===== src/rtl/sd_port_arbiter.sv =====
// sd_port_arbiter: shares one HPS block-device channel between two sector
// requesters (A = floppy, B = SDC hard disk). Whole-sector grants, round-robin
// on ties, watchdog release if the HPS never acknowledges. All state moves on
// the falling edge of CLK so it lines up with the SDC block.
module sd_port_arbiter #(
    parameter logic [23:0] TIMEOUT = 24'd12_000_000
) (
    input  logic        CLK,
    input  logic        RESET_N,

    input  logic [31:0] a_lba,
    input  logic        a_rd,
    input  logic        a_wr,
    output logic        a_ack,
    output logic        a_buff_wr,
    input  logic [7:0]  a_buff_din,

    input  logic [31:0] b_lba,
    input  logic        b_rd,
    input  logic        b_wr,
    output logic        b_ack,
    output logic        b_buff_wr,
    input  logic [7:0]  b_buff_din,

    output logic [31:0] sd_lba,
    output logic        sd_rd,
    output logic        sd_wr,
    input  logic        sd_ack,
    input  logic        sd_buff_wr,
    output logic [7:0]  sd_buff_din,

    output logic [1:0]  grant,
    output logic        timeout
);

    localparam int unsigned LBA_W  = 32;
    localparam int unsigned WDOG_W = 24;

    // Last watchdog count before the request is abandoned.
    localparam logic [WDOG_W-1:0] WDOG_LAST = TIMEOUT - WDOG_W'(1);
    localparam logic [WDOG_W-1:0] WDOG_MAX  = '1;

    localparam logic [1:0] GRANT_NONE = 2'b00;
    localparam logic [1:0] GRANT_A    = 2'b01;
    localparam logic [1:0] GRANT_B    = 2'b10;

    typedef enum logic [1:0] {
        ST_IDLE     = 2'd0,
        ST_WAIT_ACK = 2'd1,
        ST_XFER     = 2'd2,
        ST_RELEASE  = 2'd3
    } state_t;

    state_t              state_q;
    state_t              state_d;
    logic                last_b_q;
    logic                last_b_d;
    logic [WDOG_W-1:0]   wdog_q;
    logic [WDOG_W-1:0]   wdog_d;
    logic                ack_dly_q;

    logic [LBA_W-1:0]    sd_lba_d;
    logic                sd_rd_d;
    logic                sd_wr_d;
    logic [1:0]          grant_d;
    logic                timeout_d;

    logic                req_a;
    logic                req_b;
    logic                pick_b;
    logic                win_rd;
    logic [LBA_W-1:0]    win_lba;

    // Arbitration: a lone requester wins; on a tie the port that did not go last wins.
    assign req_a   = a_rd | a_wr;
    assign req_b   = b_rd | b_wr;
    assign pick_b  = req_b & ~(req_a & last_b_q);
    assign win_rd  = pick_b ? b_rd  : a_rd;
    assign win_lba = pick_b ? b_lba : a_lba;

    // Zero-latency gating of the HPS stream to the owning port.
    assign a_ack       = sd_ack & grant[0];
    assign b_ack       = sd_ack & grant[1];
    assign a_buff_wr   = sd_buff_wr & sd_ack & grant[0];
    assign b_buff_wr   = sd_buff_wr & sd_ack & grant[1];
    assign sd_buff_din = grant[1] ? b_buff_din : a_buff_din;

    // Next-state and registered-output logic.
    always_comb begin
        state_d   = state_q;
        last_b_d  = last_b_q;
        wdog_d    = wdog_q;
        sd_lba_d  = sd_lba;
        sd_rd_d   = sd_rd;
        sd_wr_d   = sd_wr;
        grant_d   = grant;
        timeout_d = 1'b0;

        case (state_q)
            ST_IDLE: begin
                if (req_a | req_b) begin
                    grant_d  = pick_b ? GRANT_B : GRANT_A;
                    last_b_d = pick_b;
                    sd_lba_d = win_lba;
                    // Read wins when a port raises rd and wr together.
                    sd_rd_d  = win_rd;
                    sd_wr_d  = ~win_rd;
                    wdog_d   = '0;
                    state_d  = ST_WAIT_ACK;
                end
            end

            ST_WAIT_ACK: begin
                if (sd_ack) begin
                    sd_rd_d = 1'b0;
                    sd_wr_d = 1'b0;
                    state_d = ST_XFER;
                end else if (wdog_q == WDOG_LAST) begin
                    sd_rd_d   = 1'b0;
                    sd_wr_d   = 1'b0;
                    timeout_d = 1'b1;
                    state_d   = ST_RELEASE;
                end else if (wdog_q != WDOG_MAX) begin
                    wdog_d = wdog_q + WDOG_W'(1);
                end
            end

            ST_XFER: begin
                // End of sector is the falling edge of sd_ack.
                if (ack_dly_q & ~sd_ack) begin
                    state_d = ST_RELEASE;
                end
            end

            ST_RELEASE: begin
                grant_d = GRANT_NONE;
                state_d = ST_IDLE;
            end

            default: begin
                state_d = ST_IDLE;
            end
        endcase
    end

    // State and output registers, falling-edge clocked with async reset.
    always_ff @(negedge CLK or negedge RESET_N) begin
        if (!RESET_N) begin
            state_q   <= ST_IDLE;
            last_b_q  <= 1'b1;
            wdog_q    <= '0;
            ack_dly_q <= 1'b0;
            sd_lba    <= '0;
            sd_rd     <= 1'b0;
            sd_wr     <= 1'b0;
            grant     <= GRANT_NONE;
            timeout   <= 1'b0;
        end else begin
            state_q   <= state_d;
            last_b_q  <= last_b_d;
            wdog_q    <= wdog_d;
            ack_dly_q <= sd_ack;
            sd_lba    <= sd_lba_d;
            sd_rd     <= sd_rd_d;
            sd_wr     <= sd_wr_d;
            grant     <= grant_d;
            timeout   <= timeout_d;
        end
    end

endmodule


===== config.mk =====
export PLATFORM = sky130hd
export DESIGN_NAME = sd_port_arbiter
export DESIGN_NICKNAME = d
export VERILOG_FILES = /design/src/rtl/sd_port_arbiter.sv
export SDC_FILE = /design/constraint.sdc
export NUM_CORES = 1
export LEC_CHECK = 0
export CORE_MARGIN = 3
export CORE_UTILIZATION = 25
export CTS_CLUSTER_DIAMETER = 30
export DETAILED_ROUTE_END_ITERATION = 12
export GPL_TIMING_DRIVEN = 0
export SYNTH_ARGS = -nofsm -noshare
export SYNTH_HDL_FRONTEND = slang
export SYNTH_SLANG_ARGS = --single-unit

===== constraint.sdc =====
create_clock -name CLK -period 3.9 [get_ports CLK]
set_clock_uncertainty 0.15 [all_clocks]
set_input_delay 0.78 -clock CLK [delete_from_list [all_inputs] [get_ports CLK]]
set_output_delay 0.78 -clock CLK [all_outputs]
set_load 0.005 [all_outputs]

==> results.cfg, run 1 <==
[status]
status = finished, violations left
violated_checks = setup timing

[setup_path]
crit_family = flip-flops
crit_path_top_delay_cell = sky130_fd_sc_hd__dfrtn_1
critical_path.most_common_cell = sky130_fd_sc_hd__buf_6
required_ps = 2970
critical_path.cell_chain = buf_6 -> buf_6 -> mux2_4 -> buf_6
reg2reg_setup_slack_ps = 550
critPathCaptureType = output port
critical_path.max_stage_delay_ps = 460
timing_worst_setup_path_type = flop to output port
timing.critical_path.arrival_ps = 3390
crit_fanout = 4
cp_num_buf_inv = 3
worstSetupStartpointType = flop

[die]
floorplan.initialDensity_pct = 25.9
floorplan.core_area_sq_mm = 0.0140
num_io_pins = 137
die_h_um = 127
core.rowCount = 43
die_width_um = 127
area_enclosed_by_the_die_boundary_sq_mm = 0.0160

[timing]
grt_setup_unrepaired = true
worst_slew_pin_slew_ps = 1100
slew_violations = 0
worst_slew_margin_rel_pct = 26.1
hold_viol_final = 0
finalSetupTns_ps = -3890
report.final.setup_viol = 13
final.setup.worst_slack_ps = -423

[cts]
cts_tree = done
path_clk_slew_ps = 40
cts.sink_count = 65
cts_h_tree_depth = 3
worst_skew_pair.late_latency_ps = 380
max-clock-path-buffers = 2
cts_root_buf = sky130_fd_sc_hd__clkbuf_16
num_cts_buffers = 9

[global_route]
wire_length_of_the_first_global_routing_pass_um = 20100
antenna_violations_before_repair = 0
first_global_vias = 3879
global_route_total_usage_across_every_layer_pct = 15.5
grt_remaining_overflow = 0
largest_net_degree_at_the_start_of_global_routing = 66

[min_path]
hp-class = flop to flop

[detailed_routing]
drtIter0Drc = 245
avgRoutedWirePerCell_um = 18.3
drt_pre_antenna_iters = 5
routed_wl_um = 13200
via_count = 3827
drc = 0
postRouteAntennaNets = 0
routed_via_density = 5.31

[power_and_ir_drop]
p_leak_uw = 0.00265
combinationalPowerShare_pct = 50.5
cell_internal_power_dissipation_uw = 2570
cellPowerDensity_mw_per_mm2 = 628
power_switching_share_pct = 35.0
p_switching_uw = 1390
seqPwrFrac_pct = 26.7
worst_ir_drop_vdd_v = 0.000260
power.clock.fraction_pct = 22.8

[synthesis]
post_synth_num_cell_types = 48
synth-main-ff-cell = sky130_fd_sc_hd__dfrtn_1
synthesis.yosys.warnings = 0
syn_nets = 450
count_of_flip_flops_with_a_built_in_enable_after_synthesis = 0
postSynthAreaPerCell_sq_um = 10.2
post_synth_arst_share_pct = 100
syn_area_sq_mm = 0.00363
sequential_element_share_of_the_synthesized_area_pct = 44.8
register_bit_total_from_synthesis = 65
cell_count_after_synthesis = 356

[layout]
fraction_of_final_layout_cells_sized_beyond_drive_strength_1_pct = 26.2
post_route_cell_area_sq_mm = 0.00631
area.growth.synth_to_final_pct = 73.8
final_util_pct = 45.0
fin_nets = 630
layout_commonest_cell = sky130_fd_sc_hd__clkdlybuf4s50_1
top_library_cells_by_usage_in_the_layout_fill_and_taps_aside = sky130_fd_sc_hd__clkdlybuf4s50_1, sky130_fd_sc_hd__a22o_1, sky130_fd_sc_hd__dfrtn_1
antenna_cells_inserted = 0

[placement]
dp_hpwl_um = 8900
gp_congestion = 0.860
detailed_place.area_sq_mm = 0.00532
place.port_buffers = 136

[job]
max_cap_viol_count = 0
worst paths after layout:
path,start,end,cells past startpoint
max in group asynchronous,RESET_N,wdog_q[2]$_DFFE_NN0P_,1
worst min register to register,wdog_q[6]$_DFFE_NN0P_,wdog_q[6]$_DFFE_NN0P_,1
worst min-delay path,wdog_q[6]$_DFFE_NN0P_,wdog_q[6]$_DFFE_NN0P_,1
worst max-delay path,grant[1]$_DFFE_NN0P_,sd_buff_din[3],4
min in group asynchronous,RESET_N,sd_lba[25]$_DFFE_NN0P_,1
worst max register to register,wdog_q[1]$_DFFE_NN0P_,wdog_q[13]$_DFFE_NN0P_,7
cells in the mapped netlist (2+ instances only):
library cell	count	area, sq um
sky130_fd_sc_hd__a21oi_1	3	15.0
sky130_fd_sc_hd__a22o_1	65	569
sky130_fd_sc_hd__a31oi_1	30	188
sky130_fd_sc_hd__a41oi_1	3	26.3
sky130_fd_sc_hd__and2_1	3	18.8
sky130_fd_sc_hd__and3_1	5	31.3
sky130_fd_sc_hd__buf_2	5	25.0
sky130_fd_sc_hd__buf_8	2	30.0
sky130_fd_sc_hd__clkbuf_1	21	78.8
sky130_fd_sc_hd__dfrtn_1	64	1600
sky130_fd_sc_hd__ha_1	6	75.1
sky130_fd_sc_hd__inv_1	12	45.0
sky130_fd_sc_hd__mux2_2	9	101
sky130_fd_sc_hd__mux2i_1	4	40.0
sky130_fd_sc_hd__nand2_1	20	75.1
sky130_fd_sc_hd__nand2b_1	5	31.3
sky130_fd_sc_hd__nand3_1	15	75.1
sky130_fd_sc_hd__nand4_1	8	50.1
sky130_fd_sc_hd__nand4b_1	3	26.3
sky130_fd_sc_hd__nor2_1	7	26.3
sky130_fd_sc_hd__nor3_1	5	25.0
sky130_fd_sc_hd__nor3b_1	2	15.0
sky130_fd_sc_hd__nor4_1	7	43.8
sky130_fd_sc_hd__nor4b_1	2	17.5
sky130_fd_sc_hd__o211ai_1	4	30.0
sky130_fd_sc_hd__o21ai_0	11	55.1
sky130_fd_sc_hd__o21ai_1	3	15.0
sky130_fd_sc_hd__o21ba_2	2	20.0
sky130_fd_sc_hd__o31a_1	2	17.5
sky130_fd_sc_hd__o31ai_1	4	30.0
sky130_fd_sc_hd__o41ai_1	3	26.3
sky130_fd_sc_hd__or3_1	2	12.5
sky130_fd_sc_hd__or4_1	4	30.0
power by group through the flow:
stage                     clock network (uW)  logic [uW]  registers, uW
after floorplan                         3.21         908           1060
after global placement                  3.21        1650           1070
after CTS                                917        1770           1060
final                                    902        2000           1060
after detailed placement                3.21        1680           1070
after global routing                     945        2150           1090
routing by layer:
metal	up-vias	wire length, um	share of wire (%)	global-route usage (%)
met5	-	0	0	0
li1	1771	-	-	-
met1	1849	5250	40	18.7
met3	22	1200	9.1	5.22
met2	185	6500	49	26.3
met4	0	258	2.0	4.23
worst reg2reg max path, cell delays in order (launching register included):
cell	delay, ps
sky130_fd_sc_hd__dfrtn_1	450
sky130_fd_sc_hd__ha_1	240
sky130_fd_sc_hd__nand4_1	180
sky130_fd_sc_hd__nor3_1	930
sky130_fd_sc_hd__a22oi_1	550
sky130_fd_sc_hd__buf_2	410
sky130_fd_sc_hd__a31oi_2	230
sky130_fd_sc_hd__a31oi_4	40
flip-flops by register name, summed over array words and instances, names as in the netlist:
register and flops:
sd_lba 32, last_b_q 1, sd_rd 1, wdog_q 24, timeout 1, grant 2
sd_wr 1, state_q 2, ack_dly_q 1
per-stage QoR:
stage	power, uW	cells	setup WS [ps]	hold slack (ps)
after floorplan	1970	356	-161	235
after global placement	2720	672	-2180	276
after detailed placement	2750	672	-1010	264
after CTS	3750	710	-452	273
after global routing	4190	721	-465	314
final	3960	721	-423	292
what timing repair did:
item,4_1_cts,5_1_grt
pin swaps,6,14
gates cloned,6,4
hold buffers,0,0
gates resized for setup,166,86
hold endpoints to repair,0,0
setup endpoints to repair,112,86
setup buffers,16,8
area by class of cell:
cell class	count	area, sq um
tap	180	225
sequential	65	1630
clock buffer	11	253
multi-input combinational	250	2200
timing repair buffer	168	1620
clock inverter	6	81.3
buffer	30	262
fill	1301	7730
inverter	11	41.3
logic make-up after synthesis:
group	Yosys count	synth area share, %
AOI/OAI and AO/OA	138	29.4
and+or+nand+nor	92	14.6
DFF	65	44.8
buffers and inverters	42	5.17
muxes	13	3.89
adders and majority gates	6	2.07
Power figures use the tool's default switching activity.
==> run 2, diff against run 1 <==
--- a/config.mk
+++ b/config.mk
@@ -11,4 +11,5 @@
 export DETAILED_ROUTE_END_ITERATION = 12
 export GPL_TIMING_DRIVEN = 0
+export RECOVER_POWER = 50
 export SYNTH_ARGS = -nofsm -noshare
 export SYNTH_HDL_FRONTEND = slang
==> constraint.sdc (replaced) <==
create_clock -name CLK -period 3.9 [get_ports CLK]
set_clock_uncertainty 0.15 [all_clocks]
set_input_delay 0.78 -clock CLK [delete_from_list [all_inputs] [get_ports CLK]]
set_output_delay 0.78 -clock CLK [all_outputs]
set_load 0.1 [all_outputs]
==> run 2 against run 1 <==
- core utilization increased by 1.7 points
- power increased by 49%
- worst setup slack got worse by 41 ps
- the flow still finishes with violations (setup timing)
- cell area increased by 3.8%
- largest cell class is now non-clock buffers
- highest routed layer unchanged
==> results.cfg, run 2 (synthesis gave the netlist of run 1 again) <==
[status]
status = finished, violations left
violated_checks = setup timing

[cts]
cts_root_buf = sky130_fd_sc_hd__clkbuf_16
path_clk_slew_ps = 40
max-clock-path-buffers = 2
cts_h_tree_depth = 3
postCtsHoldBufs = 0
cts.sink_count = 65
num_cts_buffers = 9
cts_tree = done
worst_skew_pair.late_latency_ps = 380

[power_and_ir_drop]
finalPower_uw = 5890
cellPowerDensity_mw_per_mm2 = 899
p_leak_uw = 0.00274
worst_ir_drop_vdd_v = 0.000691

[layout]
biggest_registers_after_layout = sd_lba (32), wdog_q (24)
top_library_cells_by_usage_in_the_layout_fill_and_taps_aside = sky130_fd_sc_hd__clkdlybuf4s50_1, sky130_fd_sc_hd__a22o_1, sky130_fd_sc_hd__dfrtn_1
fraction_of_final_layout_cells_sized_beyond_drive_strength_1_pct = 29.3
max_flop_register = sd_lba
layout_commonest_cell = sky130_fd_sc_hd__clkdlybuf4s50_1
antenna_cells_inserted = 0
area.growth.synth_to_final_pct = 80.5
largest_register_ffs = 32
final_util_pct = 46.7
fin_nets = 621

[global_route]
wire_length_of_the_first_global_routing_pass_um = 20100
global_route_total_usage_across_every_layer_pct = 15.6
global_routing_met1_resource_utilization_pct = 18.3
grt_remaining_overflow = 0
largest_net_degree_at_the_start_of_global_routing = 66
globalRouteMet2Util_pct = 26.5
first_global_vias = 3873
grt.met3_usage_pct = 5.39
top_usage_layer = met2
antenna_violations_before_repair = 0

[detailed_routing]
drc = 0
via_count = 3696
drtIter0Drc = 229
routed_wl_um = 12700
avgRoutedWirePerCell_um = 17.9
postRouteAntennaNets = 0
drt_pre_antenna_iters = 5
routed_via_density = 5.19

[setup_path]
timing.critical_path.arrival_ps = 3430
crit_fanout = 9
timing_worst_setup_path_type = flop to output port
required_ps = 2970
crit_path_top_delay_cell = sky130_fd_sc_hd__dfrtn_1
critPathCaptureType = output port
critical_path.cell_chain = buf_6 -> mux2_4 -> buf_12
critical_path.max_stage_delay_ps = 470
worstSetupStartpointType = flop

[min_path]
hp-class = flop to flop

[die]
die_h_um = 127
area_enclosed_by_the_die_boundary_sq_mm = 0.0160
floorplan.initialDensity_pct = 25.9
die_width_um = 127
core.rowCount = 43
num_io_pins = 137
floorplan.core_area_sq_mm = 0.0140

[placement]
dp_hpwl_um = 8730
post-place-ws_ps = -1010
place.port_buffers = 136
gp_congestion = 0.794

[timing]
report.final.setup_viol = 29
worst_slew_pin_slew_ps = 1020
hold_ws_ps = 295
hold_viol_final = 0
slew_violations = 0
grt_setup_unrepaired = true
finalSetupTns_ps = -5100
final.setup.worst_slack_ps = -464
worst_slew_margin_rel_pct = 31.6

[job]
max_cap_viol_count = 0
-- run 2: cell count changes in the layout (fill, tap and decap cells not counted), sizes merged --
| cell | change |
|---|---|
| clkdlybuf4s15 | -20 |
| dlygate4sd2 | -12 |
| clkinvlp | -1 |
| bufinv | +1 |
| inv | +2 |
| buf | +18 |
| clkbuf | +4 |
| nor2 | -1 |
-- run 2: power by group --
group / switching [uW] / internal (uW) / leakage, uW
clock network: 318 / 632 / 0.000176
registers: 245 / 913 / 0.000842
logic: 2310 / 1480 / 0.00172
-- run 2: area by class of cell --
cell class	instances	area (sq um)
clock buffers	9	225
flip-flops and latches	65	1630
multi-input cells	249	2050
fillers	1283	7490
repair buffers	160	2000
inverters	11	41.3
plain buffers	30	258
well taps	180	225
clock inverters	8	129
-- run 2: path summary, 6_finish.rpt --
path / endpoint / from / depth (start not counted) / slack (ps)
worst min-delay path: wdog_q[18]$_DFFE_NN0P_ / wdog_q[18]$_DFFE_NN0P_ / 1 / 290
max in group asynchronous: sd_lba[25]$_DFFE_NN0P_ / RESET_N / 1 / 710
worst max-delay path: sd_buff_din[6] / grant[1]$_DFFE_NN0P_ / 3 / -460
worst min register to register: wdog_q[18]$_DFFE_NN0P_ / wdog_q[18]$_DFFE_NN0P_ / 1 / 290
min in group asynchronous: wdog_q[3]$_DFFE_NN0P_ / RESET_N / 1 / 2260
worst max register to register: wdog_q[11]$_DFFE_NN0P_ / wdog_q[0]$_DFFE_NN0P_ / 7 / 650
-- run 2: metrics by stage --
stage | std cells | instance area [sq um]
after floorplan | 356 | 3860
after global placement | 672 | 5450
after detailed placement | 672 | 5450
after CTS | 708 | 6210
after global routing | 712 | 6550
final | 712 | 6550
-- run 2: critical path, delay by kind of cell (launching register included) --
family   cells  cell delay [ps]
flops        1              470
buf+inv      2              350
mux          1              330
-- run 2: repair_timing --
item / CTS / global route
pin swaps: 6 / 3
gates resized for setup: 415 / 73
gates cloned: 5 / 1
setup endpoints to repair: 112 / 88
setup buffers: 15 / 3
-- run 2: metal layers --
layer | share of wire [%] | up-vias
met4 | 1.3 | 0
met1 | 38 | 1763
met5 | 0 | -
met3 | 10 | 14
met2 | 50 | 177
li1 | - | 1742
==> run 3, diff against run 2 <==
- CORE_UTILIZATION: 25 -> 48
- CTS_CLUSTER_DIAMETER: 30 -> default
- PLACE_DENSITY: default -> 0.86
==> run 3 against run 2 <==
- the flow finishes with violations (capacitance limit, slew limit, setup timing)
- largest power group unchanged
- register-to-register slack got worse by 460 ps
- sequential share of layout area rose by 0.24 points
- via count rose by 21%
- critical path type unchanged
- critical path depth did not move
- non-clock buffer count fell by 2
- die area fell by 46%
- power rose by 0.37%
- global-route usage rose by 17 points
- sequential power rose by 4%
- critical endpoint is now sd_buff_din[7]
- clock power fell by 28%
- sequential cell count did not move
==> results.cfg, run 3 (synthesis gave the netlist of run 1 again) <==
[detailed_routing]
drt_pre_antenna_iters = 6
routed_via_density = 7.12
drc = 0
avgRoutedWirePerCell_um = 29.0
met3_wirelength_um = 1830
routed_wl_um = 18200
via_count = 4477
met2_length_um = 9040
wl_met1_um = 5860
highest_layer = met4
drtIter0Drc = 417
postRouteAntennaNets = 0

[timing]
grt_setup_unrepaired = true
worst_slew_margin_rel_pct = -0.105
slew_violations = 65
worst_slew_pin_slew_ps = 1500
hold_viol_final = 0
finalSetupTns_ps = -12170
report.final.setup_viol = 97
final.setup.worst_slack_ps = -476

[die]
num_io_pins = 137
die_width_um = 93.0
floorplan.core_area_sq_mm = 0.00729
floorplan.initialDensity_pct = 49.8
core.rowCount = 31
die_h_um = 93.0
area_enclosed_by_the_die_boundary_sq_mm = 0.00864

[setup_path]
worstSetupStartpointType = flop
setup.worst_path.start = grant[1]$_DFFE_NN0P_
required_ps = 2970
timing.critical_path.arrival_ps = 3450
crit_fanout = 3
rr_startpoint = wdog_q[1]$_DFFE_NN0P_
worst_r2r_path_depth = 7
critPathCaptureType = output port
timing.rr.end = wdog_q[11]$_DFFE_NN0P_
reg2reg_setup_slack_ps = 190
timing_worst_setup_path_type = flop to output port

[layout]
largest_register_ffs = 32
final.fill_count = 291
top_library_cells_by_usage_in_the_layout_fill_and_taps_aside = sky130_fd_sc_hd__clkdlybuf4s50_1, sky130_fd_sc_hd__a22o_1, sky130_fd_sc_hd__dfrtn_1
max_flop_register = sd_lba
fraction_of_final_layout_cells_sized_beyond_drive_strength_1_pct = 31.1
area.growth.synth_to_final_pct = 78.7
antenna_cells_inserted = 0
biggest_registers_after_layout = sd_lba (32), wdog_q (24)
fin_nets = 619
layout_commonest_cell = sky130_fd_sc_hd__clkdlybuf4s50_1

[placement]
dp_hpwl_um = 8720
place.port_buffers = 136
gp_congestion = 0.892

[power_and_ir_drop]
cell_internal_power_dissipation_uw = 2770
p_leak_uw = 0.00269
finalPower_uw = 5910
seqPwrFrac_pct = 20.4
combinationalPowerShare_pct = 68.0
power_switching_share_pct = 53.1
p_switching_uw = 3140
worst_ir_drop_vdd_v = 0.000797
power.clock.fraction_pct = 11.6
cellPowerDensity_mw_per_mm2 = 911

[global_route]
grt_remaining_overflow = 0
largest_net_degree_at_the_start_of_global_routing = 66
global_route_total_usage_across_every_layer_pct = 32.6
antenna_violations_before_repair = 0
wire_length_of_the_first_global_routing_pass_um = 21600
first_global_vias = 4175

[cts]
num_cts_buffers = 9
max-clock-path-buffers = 2
cts_root_buf = sky130_fd_sc_hd__clkbuf_8
postCtsHoldBufs = 0
worst_skew_pair.late_latency_ps = 430
cts.sink_count = 65
path_clk_slew_ps = 60
cts_tree = done
cts_h_tree_depth = 3

[min_path]
worst_hold_startpoint = wdog_q[10]$_DFFE_NN0P_
hp-class = flop to flop
timing.hold.worst_endpoint = wdog_q[10]$_DFFE_NN0P_
hold_depth = 1

[job]
max_cap_viol_count = 1

[status]
violated_checks = capacitance limit, slew limit, setup timing
status = finished, violations left
-- run 3: cell count changes in the layout (fill, tap and decap cells not counted), sizes merged --
cell    delta
buf        +2
inv        -2
clkbuf     -2
clkinv     +1
bufinv     -1
-- run 3: area by class of cell --
| class | count | area (sq um) | share of cell area (%) |
|---|---|---|---|
| well taps | 99 | 124 | 1.91 |
| clock inverters | 6 | 82.6 | 1.27 |
| plain buffers | 29 | 248 | 3.82 |
| multi-input cells | 249 | 2210 | 34.1 |
| repair buffers | 159 | 2010 | 31.0 |
| clock buffers | 11 | 141 | 2.18 |
| flip-flops and latches | 65 | 1630 | 25.1 |
| inverters | 11 | 41.3 | 0.636 |
-- run 3: how the worst max path moves through the flow --
stage	endpoint	slack (ps)	depth (start not counted)
global route	sd_buff_din[7]	-490	3
detailed placement	b_buff_wr	-1050	3
finish	sd_buff_din[7]	-480	3
floorplan	sd_buff_din[1]	-690	2
global placement	sd_lba[5]$_DFFE_NN0P_	-2000	1
CTS	sd_buff_din[7]	-430	3
-- run 3: per-layer routing --
metal / global-route usage, % / vias up
met5: 0 / -
met4: 18.4 / 0
met3: 7.48 / 144
met2: 56.9 / 434
met1: 36.5 / 2157
li1: - / 1742
-- run 3: per-stage QoR --
step	setup WS (ps)	cells	util, %	hold WS (ps)	instance area, sq um
6_report	-476	629	89.0	299	6490
5_1_grt	-491	629	89.0	344	6490
3_3_place_gp	-2000	591	73.3	272	5350
2_1_floorplan	-692	356	-	258	3860
4_1_cts	-430	621	81.5	293	5940
3_5_place_dp	-1050	591	73.3	293	5340
-- run 3: repair_timing --
item                       in CTS  in global routing
hold endpoints to repair        0                  0
gates resized for setup       422                 87
pin swaps                       6                  9
cloned                          4                  3
buffers inserted               10                  6
setup endpoints to repair     112                102
-- run 3: worst max-delay path, cell delays in order, from the launching register on --
cell	delay, ps
sky130_fd_sc_hd__dfrtn_1	450
sky130_fd_sc_hd__buf_4	170
sky130_fd_sc_hd__mux2_2	340
sky130_fd_sc_hd__buf_6	190
-- run 3: power by group through the flow --
stage               clock network, uW  logic, uW  registers, uW
finish                            685       4020           1210
global route                      698       4100           1210
CTS                               652       3520           1130
detailed placement               3.21       3180           1070
global placement                 3.21       3130           1070
floorplan                        3.21       1160           2290
